## config.mk

```make
export PLATFORM = sky130hd
export DESIGN_NAME = bit_serial_adder_flat
export DESIGN_NICKNAME = d
export VERILOG_FILES = /design/src/rtl/bit_serial_adder_pkg.sv /design/src/rtl/bit_serial_adder_if.sv /design/src/rtl/bit_serial_adder_fa_slice.sv /design/src/rtl/bit_serial_adder.sv /design/src/flat_wrapper.sv
export SDC_FILE = /design/constraint.sdc
export NUM_CORES = 1
export LEC_CHECK = 0
export ABC_AREA = 1
export BUFFER_PORTS_ARGS = -buffer_cell sky130_fd_sc_hd__buf_2
export CAP_MARGIN = 20
export CORE_AREA = 2 2 61 63
export DETAILED_ROUTE_END_ITERATION = 8
export DIE_AREA = 0 0 63 65
export PLACE_DENSITY = 0.86
export SLEW_MARGIN = 10
export SYNTH_ARGS = -nofsm -noshare
export SYNTH_HDL_FRONTEND = slang
export SYNTH_SLANG_ARGS = --single-unit
```

## constraint.sdc

```tcl
create_clock -name clk -period 1.9 [get_ports clk]
set_clock_uncertainty 0.05 [all_clocks]
set_input_delay 0.38 -clock clk [delete_from_list [all_inputs] [get_ports clk]]
set_output_delay 0.38 -clock clk [all_outputs]
set_load 0.02 [all_outputs]
```

## src/rtl/bit_serial_adder_pkg.sv

```systemverilog
// Shared types and helpers for the bit-serial adder: FSM state encoding and
// beat-counter sizing.
package adder_pkg;

  typedef enum logic [1:0] {IDLE, RUN, DONE} add_state_t;

  // Beat counter width for n beats; at least one bit so N=1 still has a counter.
  function automatic int cnt_width(input int n);
    int w;
    w = $clog2(n);
    return (w < 1) ? 1 : w;
  endfunction

endpackage

```

## src/rtl/bit_serial_adder_if.sv

```systemverilog
// Operand/result handshake bundle for the bit-serial adder.
// master = operand producer + result consumer, slave = the adder.
interface bit_serial_adder_if #(parameter int WIDTH = 8);

  logic             in_valid;
  logic             in_ready;
  logic [WIDTH-1:0] a;
  logic [WIDTH-1:0] b;
  logic             cin;
  logic             out_valid;
  logic             out_ready;
  logic [WIDTH-1:0] sum;
  logic             cout;
  logic             ovf;

  modport master (
    output in_valid, a, b, cin, out_ready,
    input  in_ready, out_valid, sum, cout, ovf
  );

  modport slave (
    input  in_valid, a, b, cin, out_ready,
    output in_ready, out_valid, sum, cout, ovf
  );

endinterface

```

## src/rtl/bit_serial_adder_fa_slice.sv

```systemverilog
// Combinational ripple of BITS_PER_CYCLE full-adder cells; also exposes the
// carry into the top cell so the caller can form signed overflow.
module fa_slice #(
  parameter int BITS_PER_CYCLE = 1
) (
  input  logic [BITS_PER_CYCLE-1:0] a_s,
  input  logic [BITS_PER_CYCLE-1:0] b_s,
  input  logic                      c_in,
  output logic [BITS_PER_CYCLE-1:0] s_s,
  output logic                      c_out,
  output logic                      c_msb_in
);

  logic [BITS_PER_CYCLE:0] c;

  always_comb begin
    c    = '0;
    s_s  = '0;
    c[0] = c_in;
    for (int i = 0; i < BITS_PER_CYCLE; i++) begin
      s_s[i]  = a_s[i] ^ b_s[i] ^ c[i];
      c[i+1]  = (a_s[i] & b_s[i]) | (c[i] & (a_s[i] ^ b_s[i]));
    end
    c_out    = c[BITS_PER_CYCLE];
    c_msb_in = c[BITS_PER_CYCLE-1];
  end

endmodule

```

## src/rtl/bit_serial_adder.sv

```systemverilog
// Multi-cycle a + b + cin adder, BITS_PER_CYCLE bits per clock, LSB first,
// with valid/ready handshakes on operands and result.
module bit_serial_adder
  import adder_pkg::*;
#(
  parameter int WIDTH          = 8,
  parameter int BITS_PER_CYCLE = 1
) (
  input logic               clk,
  input logic               rst,
  bit_serial_adder_if.slave bus
);

  localparam int N  = WIDTH / BITS_PER_CYCLE;
  localparam int CW = cnt_width(N);

  generate
    if (WIDTH < 2 || (WIDTH % BITS_PER_CYCLE) != 0) begin : g_bad_params
      $error("bit_serial_adder: WIDTH must be >= 2 and a multiple of BITS_PER_CYCLE");
    end
  endgenerate

  add_state_t       state_q, state_d;
  logic [CW-1:0]    cnt_q, cnt_d;
  logic [WIDTH-1:0] a_q, a_d;
  logic [WIDTH-1:0] b_q, b_d;
  logic [WIDTH-1:0] acc_q, acc_d;
  logic [WIDTH-1:0] sum_q, sum_d;
  logic             carry_q, carry_d;
  logic             cout_q, cout_d;
  logic             ovf_q, ovf_d;

  logic [BITS_PER_CYCLE-1:0] slice_sum;
  logic                      slice_cout;
  logic                      slice_cmsb;
  logic [WIDTH-1:0]          acc_shift;

  fa_slice #(.BITS_PER_CYCLE(BITS_PER_CYCLE)) u_fa_slice (
    .a_s      (a_q[BITS_PER_CYCLE-1:0]),
    .b_s      (b_q[BITS_PER_CYCLE-1:0]),
    .c_in     (carry_q),
    .s_s      (slice_sum),
    .c_out    (slice_cout),
    .c_msb_in (slice_cmsb)
  );

  // Slices enter at the MSB end so after N beats the LSB slice sits at bit 0.
  // acc is a working copy; sum only updates on completion so it holds the last result.
  assign acc_shift = (acc_q >> BITS_PER_CYCLE)
                   | (WIDTH'(slice_sum) << (WIDTH - BITS_PER_CYCLE));

  always_comb begin
    state_d = state_q;
    cnt_d   = cnt_q;
    a_d     = a_q;
    b_d     = b_q;
    acc_d   = acc_q;
    sum_d   = sum_q;
    carry_d = carry_q;
    cout_d  = cout_q;
    ovf_d   = ovf_q;
    case (state_q)
      IDLE: begin
        if (bus.in_valid) begin
          a_d     = bus.a;
          b_d     = bus.b;
          carry_d = bus.cin;
          cnt_d   = '0;
          state_d = RUN;
        end
      end
      RUN: begin
        a_d     = a_q >> BITS_PER_CYCLE;
        b_d     = b_q >> BITS_PER_CYCLE;
        acc_d   = acc_shift;
        carry_d = slice_cout;
        cnt_d   = cnt_q + CW'(1);
        if (cnt_q == CW'(N - 1)) begin
          state_d = DONE;
          sum_d   = acc_shift;
          cout_d  = slice_cout;
          ovf_d   = slice_cout ^ slice_cmsb;
        end
      end
      DONE: begin
        if (bus.out_ready) state_d = IDLE;
      end
      default: state_d = IDLE;
    endcase
  end

  always_ff @(posedge clk) begin
    if (rst) begin
      state_q <= IDLE;
      cnt_q   <= '0;
      a_q     <= '0;
      b_q     <= '0;
      acc_q   <= '0;
      sum_q   <= '0;
      carry_q <= 1'b0;
      cout_q  <= 1'b0;
      ovf_q   <= 1'b0;
    end else begin
      state_q <= state_d;
      cnt_q   <= cnt_d;
      a_q     <= a_d;
      b_q     <= b_d;
      acc_q   <= acc_d;
      sum_q   <= sum_d;
      carry_q <= carry_d;
      cout_q  <= cout_d;
      ovf_q   <= ovf_d;
    end
  end

  assign bus.in_ready  = (state_q == IDLE);
  assign bus.out_valid = (state_q == DONE);
  assign bus.sum       = sum_q;
  assign bus.cout      = cout_q;
  assign bus.ovf       = ovf_q;

endmodule

```

## src/flat_wrapper.sv

```systemverilog
// flat-port wrapper written by rule: the top's interface ports become plain ports
module bit_serial_adder_flat import adder_pkg::*;
#(
  parameter int WIDTH          = 8,
  parameter int BITS_PER_CYCLE = 1
)
  (clk, rst, bus_in_valid, bus_a, bus_b, bus_cin, bus_out_ready, bus_in_ready, bus_out_valid, bus_sum, bus_cout, bus_ovf);
  bit_serial_adder_if #(.WIDTH(WIDTH)) bus_i ();
  input logic clk;
  input logic rst;
  input wire logic [$bits(bus_i.in_valid)-1:0] bus_in_valid;
  input wire logic [$bits(bus_i.a)-1:0] bus_a;
  input wire logic [$bits(bus_i.b)-1:0] bus_b;
  input wire logic [$bits(bus_i.cin)-1:0] bus_cin;
  input wire logic [$bits(bus_i.out_ready)-1:0] bus_out_ready;
  output wire logic [$bits(bus_i.in_ready)-1:0] bus_in_ready;
  output wire logic [$bits(bus_i.out_valid)-1:0] bus_out_valid;
  output wire logic [$bits(bus_i.sum)-1:0] bus_sum;
  output wire logic [$bits(bus_i.cout)-1:0] bus_cout;
  output wire logic [$bits(bus_i.ovf)-1:0] bus_ovf;
  assign bus_i.in_valid = bus_in_valid;
  assign bus_i.a = bus_a;
  assign bus_i.b = bus_b;
  assign bus_i.cin = bus_cin;
  assign bus_i.out_ready = bus_out_ready;
  assign bus_in_ready = bus_i.in_ready;
  assign bus_out_valid = bus_i.out_valid;
  assign bus_sum = bus_i.sum;
  assign bus_cout = bus_i.cout;
  assign bus_ovf = bus_i.ovf;
  bit_serial_adder #(.WIDTH(WIDTH), .BITS_PER_CYCLE(BITS_PER_CYCLE)) u_core (.clk(clk), .rst(rst), .bus(bus_i));
endmodule
```

# After elaboration in Yosys (flattened, before gate mapping)
# Index checks and enable logic that the tools add are counted.
[word_totals]
register_bits = 40
latch_bits = 0
ramBits = 0
rom_bits = 0
inputBits = 21
output_inout_bits = 12
elab_cells = 40
n_memories = 0
[op_classes]
n_addsub = 1
multipliers = 0
n_div = 0
order_cmp = 0
n_eq_ne = 6
shifts = 0
muxes = 12
bitwise = 7
reduce_logical = 5
[ops]
columns = ["operator", "count"]
rows = [
  ["$pmux 8 s2", 2],
  ["$mux 8", 2],
  ["$or 7x8->8", 1],
  ["$mux 2", 3],
  ["$pmux 2 s3", 1],
  ["$pmux 3 s2", 1],
  ["$ne 2x2->1 const B", 2],
  ["$reduce_and 2->1", 2],
  ["$add 3x1->3 const B", 1],
  ["$eq 3x3->1 const B", 1],
  ["$mux 3", 1],
  ["$reduce_and 3->1", 1],
  ["$xor 1x1->1", 3],
  ["$and 1x1->1", 2],
  ["$eq 2x1->1 const B", 1],
  ["$eq 2x2->1 const B", 1],
  ["$logic_not 2->1", 1],
  ["$ne 2x1->1 const B", 1],
  ["$pmux 1 s2", 1],
  ["$reduce_bool 2->1", 1],
  ["$mux 1", 1],
  ["$or 1x1->1", 1],
]

# Logic depth before layout (Yosys ltp)
# Gate-level depths: netlist (run 1).
[logic_depth]
ltp_word = 4
depth_mapped = 7
mapped_depth_nobuf = 6

# Modules after synthesis
# From an unflattened synthesis (run 1), not the netlist that was laid out.
[unflattened]
cells_unflattened = 283
hier_area_um2 = 1894.3
[by_module_without_submodules]
columns = ["mod", "n_inst", "cells_each", "area_each_um2"]
rows = [
  ["bit_serial_adder", 1, 281, 1866.8],
  ["fa_slice", 1, 2, 27.5],
]

# Least setup slack after synthesis (run 1)
# Ideal clock, no wire load.
[synth_path]
path_kind = "flip-flop to flip-flop"
start = "register u_core.cnt_q[0]"
end = "register u_core.ovf_q (netlist: u_core.bus.ovf)"
setup_ns = 0.064
arrival_time_ns = 1.174
t_required_ns = 1.786
slack_ns = 0.612
stages_incl_launch_ff = 7
path_cell_list = "dfxtp_1 > ha_1 > ha_1 > nand2_1 > clkbuf_1 > nor2_1 > nor2_1"
[synth_between]
elab_chain_len = 2
[synth_lines]
columns = ["element", "line_no", "text"]
rows = [
  ["start: declaration", "bit_serial_adder.sv:24", "logic [CW-1:0] cnt_q, cnt_d;"],
  ["start signal: assignment", "bit_serial_adder.sv:105", "cnt_q <= cnt_d;"],
  ["$eq 3x3->1", "bit_serial_adder.sv:78", "if (cnt_q == CW'(N - 1)) begin"],
  ["$reduce_and 2->1 (no line)", "--", ""],
  ["end signal: assignment", "bit_serial_adder.sv:112", "ovf_q <= ovf_d;"],
  ["end: declaration", "bit_serial_adder.sv:31", "logic ovf_q, ovf_d;"],
]
# Every way passes these cells.
# A chain may end at the register's enable or synchronous reset.

# Worst setup path after layout (run 1)
[layout_path]
start = "register u_core.state_q[0]"
end = "output port bus_in_ready"
[layout_between]
elab_chain_len = 1
[layout_lines]
columns = ["element", "line_no", "text"]
rows = [
  ["start: declaration", "bit_serial_adder.sv:23", "add_state_t state_q, state_d;"],
  ["start signal: assignment", "bit_serial_adder.sv:104", "state_q <= state_d;"],
  ["$logic_not 2->1", "bit_serial_adder.sv:116", "assign bus.in_ready = (state_q == IDLE);"],
  ["end: declaration", "flat_wrapper.sv:16", "output wire logic [$bits(bus_i.in_ready)-1:0] bus_in_ready;"],
]
# Every way passes these cells.

==> results of run 1 <==
## placed cells by master, fill, tap and decap left out
master and instances:
a21oi_1 7, buf_2 32, buf_4 6, clkbuf_4 5, clkinv_2 1, clkinvlp_4 2
dfxtp_1 39, fa_1 1, ha_1 2, inv_1 33, inv_2 1, nand2_1 92
nand3_1 3, nor2_1 81, o21ai_0 8, o21ai_1 1, or2_1 1, xor2_1 1
## flip-flops by register name (all words and copies together), names as in the netlist
register / cells
u_core.state_q: 2
u_core.b_q: 8
u_core.cnt_q: 3
u_core.bus.cout: 1
u_core.carry_q: 1
u_core.bus.ovf: 1
u_core.a_q: 8
u_core.bus.sum: 8
u_core.acc_q: 7
## kinds of logic (layout without fill, tap and decap cells)
kind of cell / Yosys count / after routing / synth area share (%)
flops: 39 / 39 / 43.73
xor+xnor: 1 / 1 / 0.4906
buf+inv: 48 / 80 / 11.21
fa+ha+maj: 3 / 3 / 2.523
compound gates: 16 / 16 / 4.485
simple gates: 177 / 177 / 37.56
## layer usage
layer	part of all wire (%)	routed length, um	up-vias
li1	-	-	892
met1	45	1487	685
met2	47	1551	43
met3	5.4	179	12
met4	2.1	70	0
met5	0	0	-
## area by class of cell
cell class                      count  share of cell area (%)
Clock inverter                      3                  0.9834
Timing Repair Buffer               38                   10.08
Sequential cell                    39                   38.35
Clock buffer                        5                   1.844
Inverter                           34                   6.269
Multi-Input combinational cell    197                   39.52
Tap cell                           48                   2.950
## worst max-delay path, delay by kind of cell (launching register included)
family        cells  cell delay [ps]
buf+inv           1              210
flops             1              370
simple gates      1              210
## power by group through the flow
| stage | logic (W) | clock network [W] | registers [W] |
|---|---|---|---|
| final | 0.000238 | 0.000428 | 0.000892 |
| after global routing | 0.000277 | 0.000480 | 0.000899 |
| after CTS | 0.000239 | 0.000444 | 0.000893 |
| after detailed placement | 0.000237 | 0 | 0.000911 |
| after global placement | 0.000230 | 0 | 0.000909 |
| after floorplan | 0.000183 | 0 | 0.000905 |
## stage by stage
| step | power (W) | utilization [%] |
|---|---|---|
| 2_1_floorplan | 0.001088 | - |
| 3_3_place_gp | 0.001138 | 56.59 |
| 3_5_place_dp | 0.001149 | 56.59 |
| 4_1_cts | 0.001575 | 58.23 |
| 5_1_grt | 0.001656 | 58.23 |
| 6_report | 0.001558 | 58.23 |
## worst max path at each step
stage,cells past startpoint,startpoint,slack (ps),to
2_1_floorplan,6,u_core.cnt_q[0]$_SDFFE_PP0P_,610,u_core.bus.ovf$_SDFFE_PP0P_
3_3_place_gp,6,bus_in_valid,570,u_core.b_q[2]$_SDFFE_PP0P_
3_5_place_dp,6,bus_in_valid,510,u_core.a_q[5]$_SDFFE_PP0P_
4_1_cts,2,u_core.state_q[0]$_SDFFE_PP0P_,320,bus_in_ready
5_1_grt,2,u_core.state_q[0]$_SDFFE_PP0P_,240,bus_in_ready
6_report,2,u_core.state_q[0]$_SDFFE_PP0P_,330,bus_in_ready
==> impl_results.md, run 1 <==
* Switch share at 29.35%
* Worst R2R Start: u_core.cnt_q[0]$_SDFFE_PP0P_
* Crit Path Max Fanout at 5
* N_diodes at 0
* H-tree depth at 2
* Pwr dens at 765.2 mW/mm2
* GRT Overall Usage at 17.70%
* First-pass detailed-route iteration total at 4
* Io pins at 33
* Final period util at 82.49%
* DRC Markers at 0
* Num rows at 22
* CTS clk-pin slew, worst paths at 130 ps
* WL/cell at 9.036 um
* Post-route insts no fill at 364
* Core Region at 0.003496 mm2
* Design area at 0.002036 mm2
* Post-DP HPWL at 2247 um
* Yosys top cell by area: dfxtp_1
* Slew HR at 65.68%
* RSZ-0062 raised after global routing: no
* RD Place Congestion at 0.7859
* CP required at 1470 ps
* Mapped Area at 0.001785 mm2
* Met2 Use GR at 32.58%
* Largest net degree at the start of global routing at 33
* Fillers at 366
* DP Cell Count at 356
* Die Wd at 63 um
* Vias/cell at 4.484
* CTS tree: built
* Synth warn at 0
* Syn_nets at 308
* Area occupied by multi-input gates at 804.5 um2
* Place WS at 510.1 ps
* Worst path cell trace: nor2_1, buf_2
* Post-synth EDFFs at 0
* Die H at 65 um
* Share of Yosys cell area claimed by the top area cell type at 43.73%
* Fmax at 0.6381 GHz
* FF/Latch Area at 780.7 um2
* Min-Delay Path Class: input port to register
* Fin crit period at 1567 ps
* Post-synth top cells: nand2_1, nor2_1, dfxtp_1
* Port Buffers at 32
* Hold path depth at 4
* Cell count after synthesis at 284
* Status: finished clean
* Number of gates resized after cts at 0
* Clk pwr share at 27.5%
* Post-Route WL at 3289 um
* Hold endpoint: u_core.state_q[1]$_SDFFE_PP0P_
* Area Growth Syn to Fin at 14.02%
* First-pass GRT wire length at 5733 um
* Worst-Skew Late Latency at 360 ps
* CP Capture Type: output port
* Seq/Total Area, Yosys at 43.73%
* Crit Path Class: register to output port
* Psw at 0.0004572 W
* Met1 Resource Use GR at 18.63%
* VDD IR-drop max at 0.0004155 V
* Combinational group share of total power at 15.3%
* Count leader, synth: nand2_1
* Vias in the first global route at 1,438
* Antenna violations before repair at 0
* Global routing's busiest layer: met2
* CP arrival at 1140 ps
* Reg2reg path depth at 7
* Clock Sinks at 39
* Nets@finish at 339
* Ys flop type: dfxtp_1
* Yosys reg bits at 39
* Tightest Pin Transition at 513.5 ps
* First DRT Iteration DRCs at 50
* Root Buffer: clkbuf_4
* Reg2reg end: u_core.bus.ovf$_SDFFE_PP0P_
* Hold_ws at 211.0 ps
* Setup TNS at 0 ps
* Finish-stage setup viols at 0
* Routed Antenna Nets at 0
* Sequential group share of total power at 57.3%
* P_leak at 1.111 nW
* Crit-path max cell delay at 370 ps
* Fraction of registers with async set/reset at 0%
* Initial Utilization at 51.07%
* Vias at 1,632
* Die area at 0.004095 mm2
* Final hold vios at 0
* Dpl cell area at 0.001978 mm2
* Cell at the slowest stage of the critical path: dfxtp_1
* Top cells by area, synth: dfxtp_1, nand2_1, nor2_1
* Unique masters post-synth at 15
* Grt ovf at 0
* Layout cell share with drive strength beyond 1 at 14.87%
* Cell Int Power at 0.001101 W
* Min-delay src: bus_out_ready
* Slew Limit Fails at 0
* Critical Path Source Type: register
* Num CTS Buffers at 5
* Worst R2R Setup Slack at 510 ps
* Grt met3 use at 5.382%
* Cts hold-fix bufs at 0
* Setup Fix Bufs, Post-CTS at 0
* Clock buffer depth at 2
* Max-cap check violation count at 0
* Synth Area per Inst at 6.287 um2
* Post-route setup slack at 332.8 ps
No activity file was read; power rests on OpenSTA's default activity.
==> run 2: changes to the inputs <==
- ABC_AREA: 1 -> 0
- CORE_AREA: 2 2 61 63 -> 2 2 63 65
- DIE_AREA: 0 0 63 65 -> 0 0 65 67
- PLACE_DENSITY: 0.86 -> 0.82
- clock period: 1.9 -> 1.35 ns (I/O delays scaled with it)
==> run 2 against run 1 <==
The run now ends with setup timing left. Worst setup slack lost 360 ps. Die area rose by 6.3%. Combinational power up 41%. Wire length is 9.9% higher. Cell area grew 6.0%. Synthesized cell count is 38% lower. Via count shrank 14%. Clock power is 71% higher.
==> impl_results.md, run 2 <==
* Vias at 1,400
* Dpl cell area at 0.001954 mm2
* Tightest Pin Transition at 224.7 ps
* Routed Antenna Nets at 0
* Vias/cell at 5.204
* Die Wd at 65 um
* Post-route insts no fill at 269
* Top cells by area, synth: dfxtp_1, a211oi_2, mux2i_1
* Unique masters post-synth at 26
* Cts hold-fix bufs at 0
* Die H at 67 um
* Synth Area per Inst at 9.677 um2
* Slew HR at 84.59%
* Slew Limit Fails at 0
* Global routing's busiest layer: met2
* Final period util at 102.1%
* Initial Utilization at 47.50%
* CTS tree: built
* Yosys reg bits at 39
* Final design utilization at 59.85%
* Core Region at 0.003606 mm2
* Post-synth EDFFs at 0
* CTS clk-pin slew, worst paths at 70 ps
* Most frequent cells in the layout: dfxtp_1, nand2_1, buf_2
* Syn_nets at 201
* GRT Overall Usage at 16.99%
* Min-Delay Path Class: input port to register
* First-pass GRT wire length at 5623 um
* Yosys top cell by area: dfxtp_1
* DRC Markers at 0
* Post-synth top cells: dfxtp_1, nand2_1, nor2_1
* CP Capture Type: register
* Design area at 0.002158 mm2
* Cell count after synthesis at 177
* Status: finished, violations left
* Post-Synth Adder-Cell Area at 2.630%
* Clock buffer depth at 2
* VDD IR-drop max at 0.0005300 V
* Finish-stage setup viols at 1
* RSZ-0062 raised after global routing: yes
* Grt ovf at 0
* Nets@finish at 244
* Io pins at 33
* Share of Yosys cell area claimed by the top area cell type at 45.58%
* Met2 Use GR at 28.09%
* Root Buffer: clkbuf_8
* First-pass detailed-route iteration total at 4
* Post-Route WL at 3615 um
* Count leader, synth: dfxtp_1
* H-tree depth at 2
* N_diodes at 0
* P_leak at 0.9156 nW
* CP arrival at 1520 ps
* Grt met3 use at 5.068%
* Layout cell share with drive strength beyond 1 at 37.10%
* Met1 Resource Use GR at 20.48%
* Fillers at 294
* Worst-Skew Late Latency at 280 ps
* XOR/XNOR share of the synthesized area at 0.5113%
* Final hold vios at 0
* Area Growth Syn to Fin at 26.00%
* Crit Path Max Fanout at 6
* Post-Synth Simple-Gate Area at 15.85%
* Post-DP HPWL at 2182 um
* CP required at 1490 ps
* Worst R2R Setup Slack at -30 ps
* Failing checks: setup timing
* Port Buffers at 32
* Fin crit period at 1378 ps
* Fmax at 0.7257 GHz
* Hold_ws at 189.6 ps
* Num CTS Buffers at 5
* Post-route setup slack at -28.02 ps
* Synth Area in Compound Gates at 20.53%
* Crit Path Class: register to register
* RD Place Congestion at 0.7300
* Largest net degree at the start of global routing at 32
* Critical Path Source Type: register
* Seq/Total Area, Yosys at 45.58%
* WL/cell at 13.44 um
* DP Cell Count at 254
* Ys flop type: dfxtp_1
* Max-cap check violation count at 0
* Num rows at 22
* Mapped Area at 0.001713 mm2
* Fraction of registers with async set/reset at 0%
* Most common cell after layout, fill and taps aside: dfxtp_1
* Synth warn at 0
* Antenna violations before repair at 0
* Multiplexer share of the synthesized area at 9.350%
* Largest family of logic cells by synthesized area: compound AO/OA/AOI/OAI gates
* Vias in the first global route at 1,263
* Die area at 0.004355 mm2
* First DRT Iteration DRCs at 75
* Clock Sinks at 39
* Pwr dens at 1070 mW/mm2
run 2: critical path, cell delays in order, from the launching register on:
cell	delay [ps]
dfxtp_1	330
ha_1	140
ha_2	180
and3b_2	270
nor2_1	60
a211oi_1	250
run 2: timing repair:
item                       4_1_cts  5_1_grt
buffers inserted                 0        5
setup endpoints to repair        8       12
gates resized for setup          7       13
pin swaps                        0        2
cloned                           0        2
run 2: cell families (layout without fill, tap and decap cells):
kind of cell             Yosys count  in the layout
multiplexers                      16             16
AO/OA/AOI/OAI                     42             42
flip-flops                        39             39
adder cells (fa/ha/maj)            3              3
XOR/XNOR                           1              1
buffers and inverters             14             56
AND/OR/NAND/NOR                   62             64
run 2: routing by layer:
layer / wire length (um) / up-vias
met3: 139 / 5
met1: 1529 / 661
met2: 1896 / 28
met4: 49 / 0
li1: - / 706
met5: 0 / -
run 2: power breakdown:
group	total, W	leakage, nW	internal [W]	switching [W]
logic	0.000336	0.553	0.000165	0.000170
registers	0.00124	0.321	0.00120	0.0000364
clock network	0.000733	0.0422	0.000362	0.000371
total	0.00231	0.916	0.00173	0.000578
run 2: cell type report:
class | instances | area (um2) | share of cell area (%)
sequential | 39 | 789.5 | 36.58
timing repair buffer | 47 | 326.6 | 15.13
tap | 48 | 60.06 | 2.783
inverter | 1 | 3.754 | 0.1739
clock buffer | 7 | 76.32 | 3.536
clock inverter | 1 | 5.005 | 0.2319
multi-input combinational | 126 | 897.1 | 41.57
run 2: through the flow:
step	TNS, ps	setup slack [ps]	total power (W)
6_report	-28.02	-28.02	0.002308
5_1_grt	-168.4	-83.52	0.002435
4_1_cts	-36.80	-36.80	0.002310
3_5_place_dp	-82.69	-70.26	0.001575
3_3_place_gp	-12.90	-12.90	0.001562
2_1_floorplan	0	12.17	0.001488
run 2: path summary, 6_finish.rpt:
kind,start,endpoint,depth (start not counted)
max reg2reg,u_core.cnt_q[1]$_SDFFE_PP0P_,u_core.bus.ovf$_SDFFE_PP0P_,5
min reg2reg,u_core.bus.sum[3]$_SDFFE_PP0P_,u_core.bus.sum[3]$_SDFFE_PP0P_,2
max,u_core.cnt_q[1]$_SDFFE_PP0P_,u_core.bus.ovf$_SDFFE_PP0P_,5
min,bus_out_ready,u_core.state_q[1]$_SDFFE_PP0P_,3
